**src/rtl/whack_pkg.sv**
```systemverilog
// Shared types and defaults for the whack-a-mole button conditioning path.
package whack_pkg;

  typedef enum logic [1:0] {
    StReleased,
    StPressChk,
    StPressed,
    StReleaseChk
  } btn_state_t;

  localparam int unsigned DEBOUNCE_DEFAULT = 1000;
  localparam int unsigned CNT_W_DEFAULT    = 10;

endpackage

```
**src/rtl/whack_btn_debounce.sv**
```systemverilog
// One button channel: 2-flop synchroniser, saturating stability counter and debounce FSM.
// accept_o is a combinational strobe marking the cycle a press is accepted.
module whack_btn_debounce
  import whack_pkg::*;
#(
  parameter int unsigned DEBOUNCE_CYCLES = DEBOUNCE_DEFAULT,
  parameter int unsigned CNT_W           = CNT_W_DEFAULT
) (
  input  logic clk,
  input  logic reset,
  input  logic btn_raw_i,
  output logic accept_o,
  output logic level_o
);

  localparam logic [CNT_W-1:0] CntLast = CNT_W'(DEBOUNCE_CYCLES - 1);
  localparam logic [CNT_W-1:0] CntMax  = {CNT_W{1'b1}};

  logic [1:0]       sync_q;
  logic             sync;
  btn_state_t       state_q;
  logic [CNT_W-1:0] cnt_q;
  logic [CNT_W-1:0] cnt_inc;
  logic             level_q;

  assign sync    = sync_q[1];
  assign cnt_inc = (cnt_q == CntMax) ? cnt_q : cnt_q + CNT_W'(1);

  always_ff @(posedge clk) begin
    if (reset) begin
      sync_q <= 2'b00;
    end else begin
      sync_q <= {sync_q[0], btn_raw_i};
    end
  end

  always_ff @(posedge clk) begin
    if (reset) begin
      state_q <= StReleased;
      cnt_q   <= '0;
      level_q <= 1'b0;
    end else begin
      unique case (state_q)
        StReleased: begin
          if (sync) begin
            state_q <= StPressChk;
            cnt_q   <= '0;
          end
        end
        StPressChk: begin
          cnt_q <= cnt_inc;
          if (!sync) begin
            state_q <= StReleased;
            cnt_q   <= '0;
          end else if (cnt_q == CntLast) begin
            state_q <= StPressed;
            level_q <= 1'b1;
          end
        end
        StPressed: begin
          if (!sync) begin
            state_q <= StReleaseChk;
            cnt_q   <= '0;
          end
        end
        StReleaseChk: begin
          cnt_q <= cnt_inc;
          if (sync) begin
            state_q <= StPressed;
          end else if (cnt_q == CntLast) begin
            state_q <= StReleased;
            level_q <= 1'b0;
          end
        end
        default: begin
          state_q <= StReleased;
          cnt_q   <= '0;
          level_q <= 1'b0;
        end
      endcase
    end
  end

  assign accept_o = (state_q == StPressChk) && sync && (cnt_q == CntLast);
  assign level_o  = level_q;

endmodule

```
**src/rtl/whack_button_conditioner.sv**
```systemverilog
// Debounces N_BTN player buttons and emits one registered toggle pulse per accepted press.
// Define WHACK_SINGLE_HIT_EN to allow at most one pulse per cycle (lowest index wins).
module whack_button_conditioner
  import whack_pkg::*;
#(
  parameter int unsigned N_BTN           = 4,
  parameter int unsigned DEBOUNCE_CYCLES = DEBOUNCE_DEFAULT,
  parameter int unsigned CNT_W           = CNT_W_DEFAULT
) (
  input  logic             clk,
  input  logic             reset,
  input  logic [N_BTN-1:0] btn_raw_i,
  input  logic             enable_i,
  output logic [N_BTN-1:0] toggle_pulse_o,
  output logic [N_BTN-1:0] btn_level_o,
  output logic             any_pulse_o
);

  logic [N_BTN-1:0] accept;
  logic [N_BTN-1:0] gated;
  logic [N_BTN-1:0] pulse_d;
  logic [N_BTN-1:0] pulse_q;
  logic             any_q;

  for (genvar i = 0; i < N_BTN; i++) begin : g_btn
    whack_btn_debounce #(
      .DEBOUNCE_CYCLES (DEBOUNCE_CYCLES),
      .CNT_W           (CNT_W)
    ) u_debounce (
      .clk       (clk),
      .reset     (reset),
      .btn_raw_i (btn_raw_i[i]),
      .accept_o  (accept[i]),
      .level_o   (btn_level_o[i])
    );
  end

  // Suppressed acceptances are dropped, not deferred.
  always_comb begin
    gated = accept & {N_BTN{enable_i}};
`ifdef WHACK_SINGLE_HIT_EN
    pulse_d = gated & (~gated + N_BTN'(1));
`else
    pulse_d = gated;
`endif
  end

  always_ff @(posedge clk) begin
    if (reset) begin
      pulse_q <= '0;
      any_q   <= 1'b0;
    end else begin
      pulse_q <= pulse_d;
      any_q   <= |pulse_d;
    end
  end

  assign toggle_pulse_o = pulse_q;
  assign any_pulse_o    = any_q;

endmodule

```
**config.mk**
```make
export PLATFORM = sky130hd
export DESIGN_NAME = whack_button_conditioner
export DESIGN_NICKNAME = d
export VERILOG_FILES = /design/src/rtl/whack_pkg.sv /design/src/rtl/whack_btn_debounce.sv /design/src/rtl/whack_button_conditioner.sv
export SDC_FILE = /design/constraint.sdc
export NUM_CORES = 1
export LEC_CHECK = 0
export ABC_AREA = 0
export ABC_CLOCK_PERIOD_IN_PS = 1810
export CAP_MARGIN = 20
export CORE_ASPECT_RATIO = 1.75
export CORE_UTILIZATION = 30
export DETAILED_ROUTE_END_ITERATION = 10
export SETUP_SLACK_MARGIN = 0.3
export SLEW_MARGIN = 40
export SYNTH_ARGS = -nofsm -noshare
export SYNTH_HDL_FRONTEND = slang
export SYNTH_SLANG_ARGS = --single-unit
```
**constraint.sdc**
```tcl
create_clock -name clk -period 1.81 [get_ports clk]
set_clock_uncertainty 0.2 [all_clocks]
set_input_delay 0.2715 -clock clk [delete_from_list [all_inputs] [get_ports clk]]
set_output_delay 0.2715 -clock clk [all_outputs]
set_load 0.01 [all_outputs]
```
==> metrics <==
status completed; hpwl dp 5910 µm; routability congestion estimate between 0.8 and 0.9; WP data arrival 1.67 ns; fmax 608 MHz; LEAKAGE 1.76 nW; storage element area 1420 µm²; clk root buf clkbuf_16; # IOs 16; per-cell routed wire length 16.9 µm; First-pass DRT Iterations 6; worst path required time ~1.8 ns; Non-Filler Instances between 500 and 600; post-route setup TNS 0 ns; post-layout util 46.8%; syn avg cell area 8.82 µm²; gr ovfl total 0; pwr/cell area 678 nW/µm²; Post-DRT Antenna Nets 0; CP peak stage delay 0.39 ns; Top FF cell, synth dfxtp_1; Yosys reg bits 65; fin. max-slew vios 0; vias per cell 5.75; Worst-Margin Slew 0.390 ns; RSZ-0062 raised after global routing yes; initial antenna violation count 0; Power, Total 3.38 mW; chip height 140 µm; Initial Util 30.8%; VDD IR-drop max approximately 550 µV; DRT Wirelength just under 10,000 µm; final worst slack 0.166 ns; pre-CTS setup slack between 0.1 and 0.15 ns; final-layout fill cell count 999; maxcap violations 0; Die Width 80.9 µm; layout cells sized above 1 roughly half; first-pass GRT wire length 14,700 µm; Post-CTS Hold Buffers 0; largest net degree at the start of global routing 18; crit-path max FO 7; crit start category register; critical path class register to register; worst hold path class input pin to register; async set-reset flop share out of synthesis 0%; CP Capture Type register; CORE AREA ~11,000 µm²; ANT cells 0; Synthesized Nets 382; DRC Markers 0; area of the multi-input gates 2420 µm²; initial drt markers 140; Area Growth Syn to Fin 52.2%; Max clock buf depth 2; Mapped Area 3270 µm²; Post-Synthesis Cells about 370; Final Hold Vio Count 0; H-Tree Depth 3; Yosys warnings 0; clock-pin slew on the worst setup and hold paths 0.06 ns; critical path, cell by cell or3b_4 -> nor4_4 -> buf_4 -> mux2i_1 -> nor2_2; die area 11,300 µm²; Nets about 450; R2R setup slack around 0.17 ns; Inserted Clock Buffers 9; DR vias 3,286; final setup fails 0; vias in the first global route 3,130; Sink Count 65; number of placed instances, taps included 515; Worst slew margin 74.0%; number of synthesized flops with an enable pin 0; worst-skew pair later-pin latency 0.33 ns; port bufs 15; Synth cell types 67; crit path max-delay cell type or3b_4; sequential cell area fraction in the yosys report 39.8%; gr usage total 16.8%; floorplan row count 50; fin crit share roughly 91%; Tmin final 1.64 ns; CTS tree yes
==> repair_timing <==
item	CTS	global route
setup endpoints to repair	58	56
setup buffers	20	18
pin swaps	22	53
gates cloned	0	2
resized for setup	84	96
==> cell usage after synthesis (all sizes together), types with 3 or more instances <==
master / n / share of area, %
xnor2: 4 / 1.1
nor4: 7 / 2.6
o32ai: 3 / 0.80
o41ai: 7 / 1.9
nand4: 11 / 2.3
a21oi: 18 / 2.8
ha: 4 / 1.5
nand2b: 5 / 0.96
mux2i: 4 / 1.2
o311ai: 3 / 0.80
nor3: 15 / 2.8
nor2b: 11 / 2.1
or3: 3 / 0.57
dfxtp: 65 / 40
and4: 4 / 1.1
nand2: 22 / 2.5
o31ai: 3 / 0.69
or4: 3 / 0.69
o21a: 4 / 0.92
inv: 9 / 1.0
nor2: 24 / 2.8
a211oi: 15 / 3.4
and3: 7 / 1.3
nand3: 19 / 3.1
a31oi: 13 / 2.5
clkbuf: 11 / 1.4
o21ai: 21 / 3.2
a41oi: 5 / 1.6
o211ai: 4 / 0.92
nand3b: 6 / 1.4
buf: 13 / 2.9
==> kinds of logic (layout without fill, tap and decap cells) <==
group	count (synthesis)	count (layout)	synth area share, %
buffers and inverters	34	104	5.39
adders and majority gates	4	4	1.53
muxes	5	5	1.57
AOI/OAI and AO/OA	112	112	23.7
DFF	65	65	39.8
and+or+nand+nor	146	146	26.7
xor gates and xnor gates	5	5	1.34
==> cell type report <==
cell class / instances / area share [%]
Clock buffer: 11 / 4.88
Clock inverter: 5 / 1.11
Inverter: 10 / 0.754
Multi-Input combinational cell: 272 / 48.6
Sequential cell: 65 / 28.5
Tap cell: 130 / 3.27
Timing Repair Buffer: 78 / 12.9
==> critical path: cells and delay by family, from the launching register on <==
kind,cells,cell delay [ns]
muxes,1,0.21
and+or+nand+nor,3,0.56
DFF,1,0.38
buffers and inverters,1,0.18
==> cells in the final DEF (no fill, tap or decap), types with 6 or more instances in the layout <==
cell type | Yosys | routed
dlygate4sd2_1 | 0 | 8
a211oi_1 | 15 | 7
dfxtp_4 | 0 | 23
a21oi_1 | 18 | 16
nor3_1 | 13 | 7
buf_6 | 3 | 11
o21ai_2 | 0 | 6
o21ai_0 | 17 | 7
nor2_1 | 23 | 20
buf_4 | 4 | 50
nand3_1 | 18 | 13
a211oi_2 | 0 | 8
nor2b_1 | 11 | 10
nand3b_1 | 6 | 6
clkbuf_16 | 0 | 9
o21ai_1 | 4 | 7
nand4_1 | 10 | 10
nor4_4 | 2 | 7
dfxtp_1 | 65 | 17
a31oi_1 | 13 | 9
nand2_1 | 22 | 18
dfxtp_2 | 0 | 25
inv_1 | 9 | 9
==> metrics by stage <==
| step | instance area (µm²) | hold WS (ns) |
|---|---|---|
| after detailed placement | 3740 | 0.230 |
| after global placement | 3740 | 0.225 |
| final | 4980 | 0.149 |
| after global routing | 4980 | 0.148 |
| after CTS | 4420 | 0.129 |
| after floorplan | 3420 | 0.200 |
==> worst paths after layout <==
path,start,cells after the start,to
worst max-delay path,g_btn[2].u_debounce.cnt_q[2],5,register
worst min-delay path,reset,3,g_btn[2].u_debounce.cnt_q[0]
worst min register to register,g_btn[3].u_debounce.sync_q[0],1,g_btn[3].u_debounce.sync_q[1]
worst max register to register,g_btn[2].u_debounce.cnt_q[2],5,register
==> report_power, final <==
group / internal, mW / switching, mW / total [mW] / leakage [nW]
sequential: 1.42 / 0.0298 / 1.45 / 0.557
combinational: 0.0766 / 0.0986 / 0.175 / 1.06
clock: 1.10 / 0.650 / 1.75 / 0.142
==> state kept, by name, indices dropped and copies added, names as in the netlist, named ones only <==
name,count
g_btn.u_debounce.level_o,4
any_pulse_o,1
g_btn.u_debounce.sync_q,8
g_btn.u_debounce.state_q,4
g_btn.u_debounce.cnt_q,40
toggle_pulse_o,4
==> layer usage <==
layer | part of all wire [%] | global-route usage [%] | vias to the layer above
met5 | 0 | 0 | -
met4 | 3.6 | 9.21 | 0
met3 | 3.4 | 3.91 | 27
met2 | 54 | 29.9 | 108
met1 | 39 | 17.6 | 1597
li1 | - | - | 1554
(Power assumes the default switching activity.)
